**config.mk**
```make
export PLATFORM = sky130hd
export DESIGN_NAME = demux1to4_reg
export DESIGN_NICKNAME = d
export VERILOG_FILES = /design/src/rtl/kgp_risc_pkg.sv /design/src/rtl/demux_slot.sv /design/src/rtl/demux1to4_reg.sv
export SDC_FILE = /design/constraint.sdc
export NUM_CORES = 1
export LEC_CHECK = 0
export ABC_AREA = 0
export ABC_CLOCK_PERIOD_IN_PS = 1600
export BUFFER_PORTS_ARGS = -buffer_cell sky130_fd_sc_hd__clkbuf_2
export CAP_MARGIN = 20
export CELL_PAD_IN_SITES_DETAIL_PLACEMENT = 2
export CELL_PAD_IN_SITES_GLOBAL_PLACEMENT = 2
export CORE_ASPECT_RATIO = 1.4
export CORE_MARGIN = 2
export CORE_UTILIZATION = 25
export CTS_CLUSTER_DIAMETER = 100
export DETAILED_ROUTE_END_ITERATION = 16
export PLACE_DENSITY_LB_ADDON = 0.1
export SLEW_MARGIN = 20
export SYNTH_ARGS = -nofsm -noshare
export SYNTH_HDL_FRONTEND = slang
export SYNTH_SLANG_ARGS = --single-unit
```
**constraint.sdc**
```tcl
create_clock -name clk -period 1.6 [get_ports clk]
set_input_delay 0.32 -clock clk [delete_from_list [all_inputs] [get_ports clk]]
set_output_delay 0.32 -clock clk [all_outputs]
set_load 0.01 [all_outputs]
```
**src/rtl/kgp_risc_pkg.sv**
```systemverilog
// kgp_risc_pkg: select encodings and default datapath width shared by the KGP-RISC datapath blocks.
package kgp_risc_pkg;
    localparam int DATA_W = 32;
    typedef logic [1:0] sel_t;
    localparam sel_t SEL_CH0 = 2'b00;
    localparam sel_t SEL_CH1 = 2'b01;
    localparam sel_t SEL_CH2 = 2'b10;
    localparam sel_t SEL_CH3 = 2'b11;
endpackage

```
**src/rtl/demux_slot.sv**
```systemverilog
// demux_slot: one-entry holding register with valid flag; delivered-word counter when DEMUX_COUNT_EN is defined.
module demux_slot
    import kgp_risc_pkg::*;
#(
    parameter int DW = DATA_W
`ifdef DEMUX_COUNT_EN
    , parameter int CW = 16
`endif
) (
    input  logic          clk,
    input  logic          rst,
    input  logic          fill,
    input  logic [DW-1:0] in_data,
    input  logic          out_ready,
    output logic          out_valid,
    output logic [DW-1:0] out_data
`ifdef DEMUX_COUNT_EN
    , output logic [CW-1:0] out_cnt
`endif
);
    logic          r_valid;
    logic [DW-1:0] r_data;
    // a fill wins over a drain, so drain+fill keeps the slot full
    always_ff @(posedge clk) begin
        if (rst) begin
            r_valid <= 1'b0;
            r_data  <= '0;
        end else begin
            r_valid <= fill | (r_valid & ~out_ready);
            if (fill) r_data <= in_data;
        end
    end
    assign out_valid = r_valid;
    assign out_data  = r_data;
`ifdef DEMUX_COUNT_EN
    logic [CW-1:0] r_cnt;
    always_ff @(posedge clk) begin
        if (rst) r_cnt <= '0;
        else if (r_valid & out_ready) r_cnt <= r_cnt + CW'(1);
    end
    assign out_cnt = r_cnt;
`endif
endmodule

```
**src/rtl/demux1to4_reg.sv**
```systemverilog
// demux1to4_reg: registered 1-to-4 demux with per-channel valid/ready holding registers.
// Optional per-channel delivered counters via DEMUX_COUNT_EN.
module demux1to4_reg
    import kgp_risc_pkg::*;
#(
    parameter int DW = DATA_W
`ifdef DEMUX_COUNT_EN
    , parameter int CW = 16
`endif
) (
    input  logic            clk,
    input  logic            rst,
    input  logic            in_valid,
    output logic            in_ready,
    input  logic [DW-1:0]   in_data,
    input  logic [1:0]      select,
    output logic [3:0]      out_valid,
    input  logic [3:0]      out_ready,
    output logic [4*DW-1:0] out_data
`ifdef DEMUX_COUNT_EN
    , output logic [4*CW-1:0] out_cnt
`endif
);
    logic [3:0] w_dec;
    logic       w_in_ready;
    logic [3:0] w_fill;
    always_comb begin
        w_dec      = {select == SEL_CH3, select == SEL_CH2, select == SEL_CH1, select == SEL_CH0};
        w_in_ready = ~out_valid[select] | out_ready[select];
        w_fill     = w_dec & {4{in_valid & w_in_ready}};
    end
    assign in_ready = w_in_ready;
    for (genvar k = 0; k < 4; k++) begin : g_slot
        demux_slot #(
            .DW(DW)
`ifdef DEMUX_COUNT_EN
            , .CW(CW)
`endif
        ) u_slot (
            .clk      (clk),
            .rst      (rst),
            .fill     (w_fill[k]),
            .in_data  (in_data),
            .out_ready(out_ready[k]),
            .out_valid(out_valid[k]),
            .out_data (out_data[k*DW +: DW])
`ifdef DEMUX_COUNT_EN
            , .out_cnt(out_cnt[k*CW +: CW])
`endif
        );
    end
endmodule

```
### Yosys cells after proc, flatten, opt, wreduce, memory -nomap -nowiden

Index checks and enable logic that the tools add are counted.

* bits in read-only memories: 0
* latch bits: 0
* register bits after elaboration: 132
* memory bits (writable): 0
* memories: 0

* shift-type cells: 0
* magnitude comparators: 1
* bitwise operators: 16
* muxes and demuxes: 4
* $add $sub $neg: 0
* div/mod/pow operators: 0
* multiply operators: 0
* equal/unequal tests: 3
* reduce and logical (&&, ||, !) cells: 1

Operators by type and width (number)
* $and 1x1->1: 5
* $not 1->1: 5
* $or 1x1->1: 5
* $and 4x4->4: 1
* $bmux 1 s2: 2
* $eq 2x2->1 const B: 2
* $lt 2x3->1 const B: 1
* $eq 2x1->1 const B: 1
* $logic_not 2->1: 1
* $mux 1: 2

### Logic depth before layout (Yosys ltp)

* depth after elaboration: 7
* gate-level depth with buffers: 5

### Modules after synthesis

Synthesis repeated with hierarchy kept, for this count alone.

* cells, all modules: 441
* area total of the unflattened synthesis: 4921.0 um^2

By module, submodules not included
* demux_slot: instances 4, seq. area each 660.6 um^2, area an instance 1204.9 um^2, cells each 108
* demux1to4_reg: instances 1, seq. area each 0.0 um^2, area an instance 101.3 um^2, cells each 9

### Worst setup path after synthesis

OpenSTA, ideal clock, no wires.

* path type: input port to output port
* start: in select[1]
* end: out in_ready
* cell stages on the path: 2
* slack: 0.263 ns
* arrival: 1.017 ns
* cell sequence: clkbuf_2 -> mux4_2

* longest elaborated chain between the ends: 4
* elaborated cells on any way between the ends: 6
* classes of those cells: mux: 4; bitwise: 2

RTL lines
* start: declaration: RTL line demux1to4_reg.sv:16 `input logic [1:0] select,`
* $bmux 1 s2: RTL line demux1to4_reg.sv:29 `w_in_ready = ~out_valid[select] | out_ready[select];`
* $mux 1 (not written as such): RTL line demux1to4_reg.sv:29
* $not 1->1: RTL line demux1to4_reg.sv:29
* $or 1x1->1 (*): RTL line demux1to4_reg.sv:29
* end: declaration: RTL line demux1to4_reg.sv:14 `output logic in_ready,`

Mark *: on every way between the ends. The rest lies on a longest branch, timed or not. The select of a mux whose other input is x is not followed.

### Final worst setup path

* start: reg g_slot[1].u_slot.r_valid
* end: out in_ready

* longest elaborated chain between the ends: 4

RTL lines
* start: declaration: RTL line demux_slot.sv:21 `logic r_valid;`
* start signal: assignment: RTL line demux_slot.sv:29 `r_valid <= fill | (r_valid & ~out_ready);`
* $bmux 1 s2: RTL line demux1to4_reg.sv:29
* $mux 1 (not written as such): RTL line demux1to4_reg.sv:29
* $not 1->1: RTL line demux1to4_reg.sv:29
* $or 1x1->1: RTL line demux1to4_reg.sv:29

Every way passes these cells. The select of a mux whose other input is x is not followed.

==> results.sh <==
export IMPL_outcome="finished, violations left"
export IMPL_violations="negative setup slack"
export IMPL_end_kind="output pin"
export IMPL_nets=688
export IMPL_dieWidth_um=127
export IMPL_synth_cell_type_count=17
export IMPL_setup_ws_ns=-0.164
export IMPL_cts_tree="built"
export IMPL_cts_made_buffers=17
export IMPL_post_route_util_pct=34.5
export IMPL_drive_gt1_share_pct=35.2
export IMPL_antenna_left=0
export IMPL_cts_root_buf="clkbuf_16"
export IMPL_core_area_um2=20600
export IMPL_syn_inst=474
export IMPL_max_stage_delay_ns=0.47
export IMPL_rows=62
export IMPL_wl_per_cell_um=17.3
export IMPL_avgSynthCellArea_um2=11.1
export IMPL_dieArea_um2=22300
export IMPL_dr_first_iter_drc_count=100
export IMPL_path_delay_family="multiplexers"
export IMPL_die_h_um=176
export IMPL_globalRoute_totalOverflow=0
export IMPL_crit_slowest_cell="mux4_2"
export IMPL_ys_seq_area_share_pct=50.1
export IMPL_htreeDepth=4
export IMPL_min_path_type="in2reg"
export IMPL_place_ws_ns=0.0202
export IMPL_cts_sinks=132
export IMPL_hold_viol_final=0
export IMPL_cellLeakagePower_nw=3.51
export IMPL_ys_ff_latch=132
export IMPL_placed_cell_area_um2=6470
export IMPL_skew_ns=0.00866
export IMPL_area_growth_pct=34.7
export IMPL_finalSetupViolCount=1
export IMPL_critPathRequiredTime_ns=1.28
export IMPL_netlist_area_um2=5280
export IMPL_vdd_drop_max_mv=0.675
export IMPL_arrival_ns=1.44
export IMPL_grt_usage_pct=14.7
export IMPL_fill_cells=2277
export IMPL_final_cell_mix="clkbuf_2, nand2b_1, mux2i_1, dfxtp_1, clkbuf_16"
export IMPL_wl_mm=15.9
export IMPL_critical_path_class="reg2out"
export IMPL_grt_start_max_net_pins=51
export IMPL_clkSlewWorstSetupHoldPaths_ns=0.06
export IMPL_start_kind="flip-flop"
export IMPL_postCtsHoldBufs=0
export IMPL_portBuffers=173
export IMPL_drv_slew=0
export IMPL_crit_chain="nand2b_4 > mux4_2 > buf_6"
export IMPL_rsz0062_at_grt="true"
export IMPL_dp_hpwl_mm=11.3
export IMPL_grt_pass1_wl_mm=25.1
export IMPL_worst_pin_slew_ns=0.378
export IMPL_antenna_found_initial=0
export IMPL_place_congestion=0.687
export IMPL_drc=0
export IMPL_maxSlewHeadroom_pct=74.7
export IMPL_crit_fanout=2
export IMPL_boundaryPins=174
export IMPL_period_needed_ns=1.76
export IMPL_stdcell_area_um2=7110
export IMPL_fmax_ghz=0.567
export IMPL_drv_cap=0
export IMPL_synth_warnings=0
export IMPL_clock_path_buffers=2
export IMPL_vias_per_cell=4.36
export IMPL_cp_num_buf_inv=1
export IMPL_vias=3991
export IMPL_diodes=0
export IMPL_clk_latency_ns=0.42
export IMPL_start_util_pct=25.6
export IMPL_dr_pass1_iters=4
export IMPL_powerDensity_nw_per_um2=1140
export IMPL_period_share_pct=110
export IMPL_grt_pass1_vias=4429
export IMPL_final_common_cell="clkbuf_2"
export IMPL_syn_nets=515
## per-stage QoR
stage	setup TNS (ns)	hold slack, ns	cells	power, mW
6_report	-0.164	0.224	916	8.10
5_1_grt	-0.214	0.232	916	8.48
4_1_cts	-0.179	0.210	915	8.27
3_5_place_dp	0	0.470	880	4.26
3_3_place_gp	0	0.460	880	4.23
2_1_floorplan	0	0.473	474	3.94
## worst register-to-register path: stages, from the launching register on
cell,delay [ns]
dfxtp_2,0.33
nor2b_1,0.34
or3_4,0.35
mux2i_1,0.23
## area by class of cell
class	instances	area, um2	area share [%]
Clock buffer	19	443	6.23
Clock inverter	13	149	2.09
Multi-Input combinational cell	305	2440	34.4
Sequential cell	132	2650	37.2
Tap cell	256	320	4.50
Timing Repair Buffer	191	1110	15.6
## synthesized netlist by cell type
cell / n / share of area (%)
nand2b_1: 164 / 19
dfxtp_1: 132 / 50
mux2i_1: 128 / 24
clkbuf_1: 18 / 1.3
buf_4: 10 / 1.4
buf_2: 5 / 0.47
a21oi_1: 4 / 0.38
buf_6: 3 / 0.64
nand4b_1: 2 / 0.33
and4_1: 1 / 0.17
clkbuf_2: 1 / 0.095
mux4_2: 1 / 0.43
nand2b_4: 1 / 0.26
nand4_2: 1 / 0.24
nor2b_1: 1 / 0.12
nor3_2: 1 / 0.19
or3_4: 1 / 0.21
## cells by family (layout without fill, tap and decap cells)
group / count (synthesis) / after routing / synth area share [%]
AND/OR/NAND/NOR: 172 / 172 / 21.0
multiplexers: 129 / 129 / 24.7
AO/OA/AOI/OAI: 4 / 4 / 0.379
buffers and inverters: 37 / 223 / 3.91
flip-flops: 132 / 132 / 50.1
## where the power goes
group | switching (mW) | internal [mW] | leakage [nW]
clock | 1.58 | 2.36 | 0.281
combinational | 0.362 | 0.332 | 2.15
sequential | 0.0683 | 3.41 | 1.07
total | 2.01 | 6.10 | 3.51
## what timing repair did
action                                  in CTS  in global routing
resized for setup                            4                  3
setup buffers                                3                  1
gates cloned                                 0                  0
hold endpoints to repair                     0                  0
endpoints found under the setup margin       1                  1
## metal layers
| metal | GRT usage (%) | wire length, um |
|---|---|---|
| met1 | 16.5 | 6380 |
| met2 | 26.2 | 8400 |
| met3 | 4.70 | 877 |
| met4 | 4.81 | 206 |
| met5 | 0 | 0 |
## worst paths after layout
| check | startpoint | endpoint | slack, ns | cells after the start |
|---|---|---|---|---|
| hold reg to reg | g_slot[3].u_slot.out_data[3] | g_slot[3].u_slot.out_data[3] | 0.48 | 2 |
| setup / recovery | g_slot[1].u_slot.out_valid | in_ready | -0.16 | 3 |
| hold / removal | in_data[15] | g_slot[1].u_slot.out_data[15] | 0.22 | 3 |
| setup reg to reg | g_slot[0].u_slot.out_valid | g_slot[0].u_slot.out_data[2] | 0.28 | 3 |
## sequential cells by signal, summed over array words and instances, names as in the netlist
name,count
g_slot.u_slot.out_data,128
g_slot.u_slot.out_valid,4
Power figures use the tool's default switching activity.
